==> config.mk <==
export PLATFORM = sky130hd
export DESIGN_NAME = pc_sequencer_flat
export DESIGN_NICKNAME = d
export VERILOG_FILES = /design/src/rtl/pc_pkg.sv /design/src/rtl/pc_sequencer_if.sv /design/src/rtl/pc_target_sel.sv /design/src/rtl/pc_sequencer.sv /design/src/flat_wrapper.sv
export SDC_FILE = /design/constraint.sdc
export NUM_CORES = 1
export LEC_CHECK = 0
export CAP_MARGIN = 10
export CORE_ASPECT_RATIO = 1.4
export CORE_UTILIZATION = 45
export DETAILED_ROUTE_END_ITERATION = 8
export GPL_ROUTABILITY_DRIVEN = 0
export GPL_TIMING_DRIVEN = 0
export PLACE_DENSITY = 0.7
export SLEW_MARGIN = 10
export SYNTH_ARGS = -nofsm -noshare
export SYNTH_HDL_FRONTEND = slang
export SYNTH_SLANG_ARGS = --single-unit
==> constraint.sdc <==
create_clock -name clock -period 8.89 [get_ports clock]
set_input_delay 1.778 -clock clock [delete_from_list [all_inputs] [get_ports clock]]
set_output_delay 1.778 -clock clock [all_outputs]
set_load 0.005 [all_outputs]
==> src/rtl/pc_pkg.sv <==
// Shared types and default vectors for the rv32 program-counter sequencer.
package pc_pkg;

   typedef enum logic {BOOT, FETCH} state_e;

   // Listed in resolution order, highest priority first.
   typedef enum logic [2:0] {
      EV_NONE,
      EV_TRAP,
      EV_MRET,
      EV_MISALIGN,
      EV_BRANCH
   } ev_e;

   localparam int          DEF_XLEN         = 32;
   localparam logic [31:0] DEF_RESET_VECTOR = 32'h0000_0000;
   localparam logic [31:0] DEF_TRAP_VECTOR  = 32'h0000_0100;
   localparam int          DEF_INSTR_BYTES  = 4;
   localparam int          DEF_ALIGN_BITS   = 2;

endpackage

==> src/rtl/pc_sequencer_if.sv <==
// Fetch-side handshake between the PC sequencer and instruction memory.
interface pc_sequencer_if #(
   parameter int XLEN = 32
);
   logic            fetch_valid;
   logic            fetch_ready;
   logic [XLEN-1:0] pc_out;
   logic [XLEN-1:0] pc_add_4;

   modport master (output fetch_valid, pc_out, pc_add_4, input fetch_ready);
   modport slave  (input fetch_valid, pc_out, pc_add_4, output fetch_ready);
endinterface

==> src/rtl/pc_target_sel.sv <==
// Combinational redirect resolution: picks the winning event this cycle,
// computes its target and flags misaligned branch/jump targets.
module pc_target_sel
   import pc_pkg::*;
#(
   parameter int              XLEN        = DEF_XLEN,
   parameter logic [XLEN-1:0] TRAP_VECTOR = XLEN'(DEF_TRAP_VECTOR),
   parameter int              ALIGN_BITS  = DEF_ALIGN_BITS
) (
   input  logic            active,
   input  logic            trap_req,
   input  logic            mret_req,
   input  logic            branch_decision,
   input  logic            pc_immediate_jump,
   input  logic [XLEN-1:0] pc,
   input  logic [XLEN-1:0] epc,
   input  logic [XLEN-1:0] generated_immediate,
   input  logic [XLEN-1:0] pc_write_value,
   output ev_e             ev_kind,
   output logic            ev_valid,
   output logic            ev_trap,
   output logic [XLEN-1:0] ev_target
);
   logic [XLEN-1:0] br_target;
   logic            br_misaligned;

   always_comb begin
      br_target     = pc_immediate_jump ? (pc_write_value & ~XLEN'(1))
                                        : pc + generated_immediate;
      br_misaligned = |br_target[ALIGN_BITS-1:0];
      ev_kind       = EV_NONE;
      ev_target     = br_target;
      if (active) begin
         if (trap_req) begin
            ev_kind   = EV_TRAP;
            ev_target = TRAP_VECTOR;
         end else if (mret_req) begin
            ev_kind   = EV_MRET;
            ev_target = epc;
         end else if (branch_decision && br_misaligned) begin
            ev_kind   = EV_MISALIGN;
            ev_target = TRAP_VECTOR;
         end else if (branch_decision) begin
            ev_kind   = EV_BRANCH;
         end
      end
   end

   assign ev_valid = (ev_kind != EV_NONE);
   // Trap-class events save the EPC and may overwrite any pending redirect.
   assign ev_trap  = (ev_kind == EV_TRAP) || (ev_kind == EV_MISALIGN);

endmodule

==> src/rtl/pc_sequencer.sv <==
// Program-counter sequencer: holds the fetch PC, handshakes it to instruction
// memory, and applies redirects immediately on accept or via a pending slot.
module pc_sequencer
   import pc_pkg::*;
#(
   parameter int              XLEN         = DEF_XLEN,
   parameter logic [XLEN-1:0] RESET_VECTOR = XLEN'(DEF_RESET_VECTOR),
   parameter logic [XLEN-1:0] TRAP_VECTOR  = XLEN'(DEF_TRAP_VECTOR),
   parameter int              INSTR_BYTES  = DEF_INSTR_BYTES,
   parameter int              ALIGN_BITS   = DEF_ALIGN_BITS
) (
   input  logic            clock,
   input  logic            reset,
   pc_sequencer_if.master  fetch,
   input  logic            in_en,
   input  logic            branch_decision,
   input  logic            pc_immediate_jump,
   input  logic [XLEN-1:0] generated_immediate,
   input  logic [XLEN-1:0] pc_write_value,
   input  logic            trap_req,
   input  logic            mret_req,
   output logic [XLEN-1:0] epc_out,
   output logic            misaligned_fault
);
   state_e          state;
   logic [XLEN-1:0] pc_q;
   logic            fv_q;
   logic            pend_valid;
   logic            pend_trap;
   logic [XLEN-1:0] pend_target;

   ev_e             ev_kind;
   logic            ev_valid;
   logic            ev_trap;
   logic [XLEN-1:0] ev_target;

   logic            accept;
   logic            ev_wins;
   logic [XLEN-1:0] sel_target;
   logic            sel_trap;
   logic [XLEN-1:0] pc_inc;

   pc_target_sel #(
      .XLEN       (XLEN),
      .TRAP_VECTOR(TRAP_VECTOR),
      .ALIGN_BITS (ALIGN_BITS)
   ) u_sel (
      .active             (state == FETCH),
      .trap_req           (trap_req),
      .mret_req           (mret_req),
      .branch_decision    (branch_decision),
      .pc_immediate_jump  (pc_immediate_jump),
      .pc                 (pc_q),
      .epc                (epc_out),
      .generated_immediate(generated_immediate),
      .pc_write_value     (pc_write_value),
      .ev_kind            (ev_kind),
      .ev_valid           (ev_valid),
      .ev_trap            (ev_trap),
      .ev_target          (ev_target)
   );

   assign pc_inc            = pc_q + XLEN'(INSTR_BYTES);
   assign fetch.pc_out      = pc_q;
   assign fetch.pc_add_4    = pc_inc;
   assign fetch.fetch_valid = fv_q;

   assign accept  = fv_q & fetch.fetch_ready & in_en;
   // A non-trap event never displaces a pending trap; it is simply dropped.
   assign ev_wins    = ev_valid & (ev_trap | ~(pend_valid & pend_trap));
   assign sel_target = ev_wins ? ev_target : pend_target;
   assign sel_trap   = ev_wins ? ev_trap   : pend_trap;

   always_ff @(posedge clock or posedge reset) begin
      if (reset) begin
         state            <= BOOT;
         pc_q             <= RESET_VECTOR;
         fv_q             <= 1'b0;
         epc_out          <= '0;
         misaligned_fault <= 1'b0;
         pend_valid       <= 1'b0;
         pend_trap        <= 1'b0;
         pend_target      <= '0;
      end else begin
         misaligned_fault <= 1'b0;
         case (state)
            BOOT: begin
               state <= FETCH;
               fv_q  <= 1'b1;
            end
            FETCH: begin
               if (ev_trap) epc_out <= pc_q;
               misaligned_fault <= (ev_kind == EV_MISALIGN);
               if (accept) begin
                  pc_q       <= (ev_valid || pend_valid) ? sel_target : pc_inc;
                  pend_valid <= 1'b0;
                  pend_trap  <= 1'b0;
               end else if (ev_valid) begin
                  pend_valid  <= 1'b1;
                  pend_trap   <= sel_trap;
                  pend_target <= sel_target;
               end
            end
            default: state <= BOOT;
         endcase
      end
   end

endmodule

==> src/flat_wrapper.sv <==
// flat-port wrapper written by rule: the top's interface ports become plain ports
module pc_sequencer_flat import pc_pkg::*;
#(
   parameter int              XLEN         = DEF_XLEN,
   parameter logic [XLEN-1:0] RESET_VECTOR = XLEN'(DEF_RESET_VECTOR),
   parameter logic [XLEN-1:0] TRAP_VECTOR  = XLEN'(DEF_TRAP_VECTOR),
   parameter int              INSTR_BYTES  = DEF_INSTR_BYTES,
   parameter int              ALIGN_BITS   = DEF_ALIGN_BITS
)
  (clock, reset, in_en, branch_decision, pc_immediate_jump, generated_immediate, pc_write_value, trap_req, mret_req, epc_out, misaligned_fault, fetch_fetch_valid, fetch_pc_out, fetch_pc_add_4, fetch_fetch_ready);
  pc_sequencer_if #(.XLEN(XLEN)) fetch_i ();
  input  logic clock;
  input  logic reset;
  input  logic in_en;
  input  logic branch_decision;
  input  logic pc_immediate_jump;
  input  logic [XLEN-1:0] generated_immediate;
  input  logic [XLEN-1:0] pc_write_value;
  input  logic trap_req;
  input  logic mret_req;
  output logic [XLEN-1:0] epc_out;
  output logic misaligned_fault;
  output wire logic [$bits(fetch_i.fetch_valid)-1:0] fetch_fetch_valid;
  output wire logic [$bits(fetch_i.pc_out)-1:0] fetch_pc_out;
  output wire logic [$bits(fetch_i.pc_add_4)-1:0] fetch_pc_add_4;
  input wire logic [$bits(fetch_i.fetch_ready)-1:0] fetch_fetch_ready;
  assign fetch_fetch_valid = fetch_i.fetch_valid;
  assign fetch_pc_out = fetch_i.pc_out;
  assign fetch_pc_add_4 = fetch_i.pc_add_4;
  assign fetch_i.fetch_ready = fetch_fetch_ready;
  pc_sequencer #(.XLEN(XLEN), .RESET_VECTOR(RESET_VECTOR), .TRAP_VECTOR(TRAP_VECTOR), .INSTR_BYTES(INSTR_BYTES), .ALIGN_BITS(ALIGN_BITS)) u_core (.clock(clock), .reset(reset), .fetch(fetch_i), .in_en(in_en), .branch_decision(branch_decision), .pc_immediate_jump(pc_immediate_jump), .generated_immediate(generated_immediate), .pc_write_value(pc_write_value), .trap_req(trap_req), .mret_req(mret_req), .epc_out(epc_out), .misaligned_fault(misaligned_fault));
endmodule
==> results_dict.tcl <==
set metrics [dict create \
    synth.avg_cell_area_sq_um 8.40 \
    antenna-diode-count 0 \
    grt_overflow 0 \
    ioPinCount 170 \
    worst_setup_path_start_kind "flip-flop" \
    clk_path_buf_depth 2 \
    synth_enable_flop_cells 0 \
    ff2ff_path_depth 9 \
    status "completed" \
    setup.worst_path.end_class "output port" \
    timing.final.ws_setup_ns 3.71 \
    drtAntennaViolNets 0 \
    initial_core_util_pct 46.1 \
    finalClockSkew_ns 0.00804 \
    number_of_warning_messages_in_the_yosys_log 0 \
    grt_max_degree 64 \
    clk_pin_slew_ns 0.08 \
    post_synth_instance_area_sq_um 7460 \
    vias_per_cell 6.42 \
    die_x_um 111 \
    synthArstFlopShare_pct 100 \
    final_core_util_pct 60.0 \
    vias_in_the_first_global_route 7808 \
    drt_iter0_markers 881 \
    tritoncts_clock_tree "yes" \
    seqCellArea_sq_um 2530 \
    area_delta_synth_final_pct 30.2 \
    finalCriticalPeriod_ns 5.18 \
    antenna_found_initial 0 \
    wire_length_after_detailed_routing_mm 29.9 \
    core_region_area_sq_um 16200 \
    setup_viol 0 \
    clock-sinks 101 \
    hold_path.startpoint "u_core.pend_target[12]$_DFFE_PP0P_" \
    clock_network_latency_to_the_later_pin_of_the_worst_skew_pair_ns 0.36 \
    slew_headroom_pct 27.3 \
    path_class "flip-flop to output port" \
    cts-buffers-inserted 9 \
    netlist.top_cell.by_area "sky130_fd_sc_hd__dfrtp_1" \
    multi_input_area_sq_um 4620 \
    grt_util_all_layers_pct 35.2 \
    proportion_of_netlist_area_held_by_the_largest_area_contributor_pct 33.9 \
    top_reg_cell_synth "sky130_fd_sc_hd__dfrtp_1" \
    placement.io_buffers 166 \
    post_cts.resized_instances 0 \
    pins_over_their_slew_limit 0 \
    fmax_ghz 0.193 \
    end_point_of_the_worst_hold_path "u_core.pend_target[12]$_DFFE_PP0P_" \
    tightest_slew_ns 1.09 \
    final_cell_area_sq_um 9710 \
    min-delay-path-class "flip-flop to flip-flop" \
    post_drt_wl_per_cell_um 23.6 \
    r2r_slack_ns 5.13 \
    timing.hold.ws_ns 0.482 \
    data_required_time_at_the_worst_endpoint_ns 7.11 \
    cts.repair_timing.setup_buffer_count 0 \
    place_hpwl_mm 22.1 \
    clock_tree.htree_level_count 3 \
    ctsHoldBuffers 0 \
    die_height_um 154 \
    worst_case_vdd_ir_drop_mv 0.127 \
    ys_ff_latch 101 \
    power.density_cell_area_nw_per_um2 217 \
    final_sum_of_negative_setup_slack_ns 0 \
    dieArea_sq_um 17100 \
    synth-seq-area-share_pct 33.9 \
    drive_above_1_share_pct 8.96 \
    min_period_over_period_pct 58.3 \
    hold_depth 1 \
    final_nets 1171 \
    worstPathMaxFanout 8 \
    drt-pass1-iter-count 7 \
    grt_setup_unrepaired "false" \
    number_of_fillers_in_the_final_layout 1468 \
    post_synth_inst_count 888 \
    post-route-drc-count 0 \
    reg2reg_start "u_core.fetch.pc_out[0]$_DFFE_PP0P_" \
    grt_pass1_wl_mm 45.7 \
    synth.distinct_cells 82 \
    placed_cell_area_sq_um 9400 \
    core.rowCount 55 \
    arrival_ns 3.41 \
    max_cap_violations 0 \
    p_leak_nw 4.02 \
    synth.net_count 993 \
    clock_tree.root_cell "sky130_fd_sc_hd__clkbuf_16" \
    critical_path.reg2reg.endpoint "u_core.pend_target[31]$_DFFE_PP0P_" \
    vias_post_dr 8150 \
    synth.top_cells.by_area "sky130_fd_sc_hd__dfrtp_1, sky130_fd_sc_hd__a21oi_1, sky130_fd_sc_hd__ha_1, sky130_fd_sc_hd__nand2_1, sky130_fd_sc_hd__mux2_2" \
    pre_cts_ws_ns 3.48 \
    hold_violations 0 \
]
==> synthesized netlist by cell type (9+ instances only) <==
library cell	number
sky130_fd_sc_hd__nand2_1	104
sky130_fd_sc_hd__dfrtp_1	101
sky130_fd_sc_hd__a21oi_1	88
sky130_fd_sc_hd__nor2_1	74
sky130_fd_sc_hd__o21ai_0	72
sky130_fd_sc_hd__nand3_1	36
sky130_fd_sc_hd__mux2_2	33
sky130_fd_sc_hd__ha_1	32
sky130_fd_sc_hd__xnor2_1	32
sky130_fd_sc_hd__clkbuf_1	29
sky130_fd_sc_hd__and3_1	22
sky130_fd_sc_hd__inv_1	17
sky130_fd_sc_hd__xor2_1	16
sky130_fd_sc_hd__buf_2	15
sky130_fd_sc_hd__a31oi_1	14
sky130_fd_sc_hd__nor3_1	14
sky130_fd_sc_hd__a22oi_1	12
sky130_fd_sc_hd__a211oi_1	10
sky130_fd_sc_hd__o211ai_1	9
==> state kept, by name, indices dropped and copies added, names as in the netlist <==
signal                    cells
u_core.pend_valid             1
u_core.fetch.fetch_valid      1
u_core.pend_target           32
u_core.epc_out               32
u_core.state                  1
u_core.misaligned_fault       1
u_core.fetch.pc_out          32
u_core.pend_trap              1
==> worst max-delay path, cell delays in order (launching register included) <==
cell and delay (ns):
sky130_fd_sc_hd__dfrtp_1 0.51, sky130_fd_sc_hd__ha_1 0.33, sky130_fd_sc_hd__and3_1 0.33, sky130_fd_sc_hd__and3_1 0.19, sky130_fd_sc_hd__buf_2 0.22, sky130_fd_sc_hd__and3_1 0.18, sky130_fd_sc_hd__buf_4 0.14, sky130_fd_sc_hd__and2_4 0.14
sky130_fd_sc_hd__buf_6 0.12, sky130_fd_sc_hd__nand3_1 0.09, sky130_fd_sc_hd__xnor2_1 0.23, sky130_fd_sc_hd__clkdlybuf4s50_1 0.54
==> final cells by class <==
class	instances	share of cell area [%]
multi-input combinational	717	47.6
sequential	101	26.0
timing repair buffer	167	17.4
tap	199	2.56
buffer	53	2.54
clock buffer	9	2.32
clock inverter	7	0.851
inverter	17	0.709
==> cells in the final DEF, fill, tap and decap left out, types with 9 or more instances in the layout <==
| cell | instances |
|---|---|
| sky130_fd_sc_hd__mux2_2 | 33 |
| sky130_fd_sc_hd__nor2_1 | 74 |
| sky130_fd_sc_hd__xnor2_1 | 32 |
| sky130_fd_sc_hd__a211oi_1 | 10 |
| sky130_fd_sc_hd__a31oi_1 | 14 |
| sky130_fd_sc_hd__clkbuf_16 | 9 |
| sky130_fd_sc_hd__o21ai_0 | 72 |
| sky130_fd_sc_hd__and3_1 | 22 |
| sky130_fd_sc_hd__o211ai_1 | 9 |
| sky130_fd_sc_hd__dfrtp_1 | 101 |
| sky130_fd_sc_hd__a22oi_1 | 12 |
| sky130_fd_sc_hd__clkbuf_1 | 29 |
| sky130_fd_sc_hd__ha_1 | 32 |
| sky130_fd_sc_hd__xor2_1 | 16 |
| sky130_fd_sc_hd__nor3_1 | 14 |
| sky130_fd_sc_hd__nand2_1 | 104 |
| sky130_fd_sc_hd__buf_2 | 15 |
| sky130_fd_sc_hd__clkdlybuf4s50_1 | 166 |
| sky130_fd_sc_hd__nand3_1 | 36 |
| sky130_fd_sc_hd__inv_1 | 16 |
| sky130_fd_sc_hd__a21oi_1 | 88 |
==> kinds of logic after synthesis <==
kind of cell    count (synthesis)  share of synthesized area (%)
buf+inv                        70                           4.16
other cells                     1                         0.0503
flops                         101                           33.9
compound gates                299                           25.9
xor+xnor                       49                           5.86
simple gates                  297                           18.9
mux                            38                           5.65
fa+ha+maj                      33                           5.64
==> power breakdown <==
| part | switching (mW) | total (mW) | internal, mW |
|---|---|---|---|
| logic | 0.479 | 0.963 | 0.483 |
| registers | 0.150 | 0.715 | 0.564 |
| clock network | 0.202 | 0.425 | 0.223 |
| total | 0.832 | 2.10 | 1.27 |
==> layer usage <==
layer | vias to the layer above | GRT usage (%) | part of all wire (%) | wire length (um)
met3 | 132 | 4.90 | 8.1 | 2420
li1 | 3628 | - | - | -
met5 | - | 0 | 0 | 0
met4 | 0 | 23.0 | 7.1 | 2120
met1 | 3853 | 43.3 | 38 | 11500
met2 | 537 | 57.5 | 47 | 13900
==> stage by stage <==
step / total power, mW / instances
after floorplan: 1.20 / 888
after global placement: 1.65 / 1253
after detailed placement: 1.66 / 1254
after CTS: 2.08 / 1270
after global routing: 2.21 / 1270
final: 2.10 / 1270
==> how the worst max path moves through the flow <==
| stage | from | endpoint | depth (start not counted) |
|---|---|---|---|
| 2_1_floorplan | reset | u_core.epc_out[0]$_DFFE_PP0P_ | 1 |
| 3_3_place_gp | reset | u_core.epc_out[2]$_DFFE_PP0P_ | 2 |
| 3_5_place_dp | generated_immediate[0] | u_core.fetch.pc_out[30]$_DFFE_PP0P_ | 12 |
| 4_1_cts | u_core.fetch.pc_out[2]$_DFFE_PP0P_ | fetch_pc_add_4[30] | 11 |
| 5_1_grt | u_core.fetch.pc_out[3]$_DFFE_PP0P_ | fetch_pc_add_4[30] | 11 |
| 6_report | u_core.fetch.pc_out[2]$_DFFE_PP0P_ | fetch_pc_add_4[30] | 11 |
No activity file was read; power rests on OpenSTA's default activity.
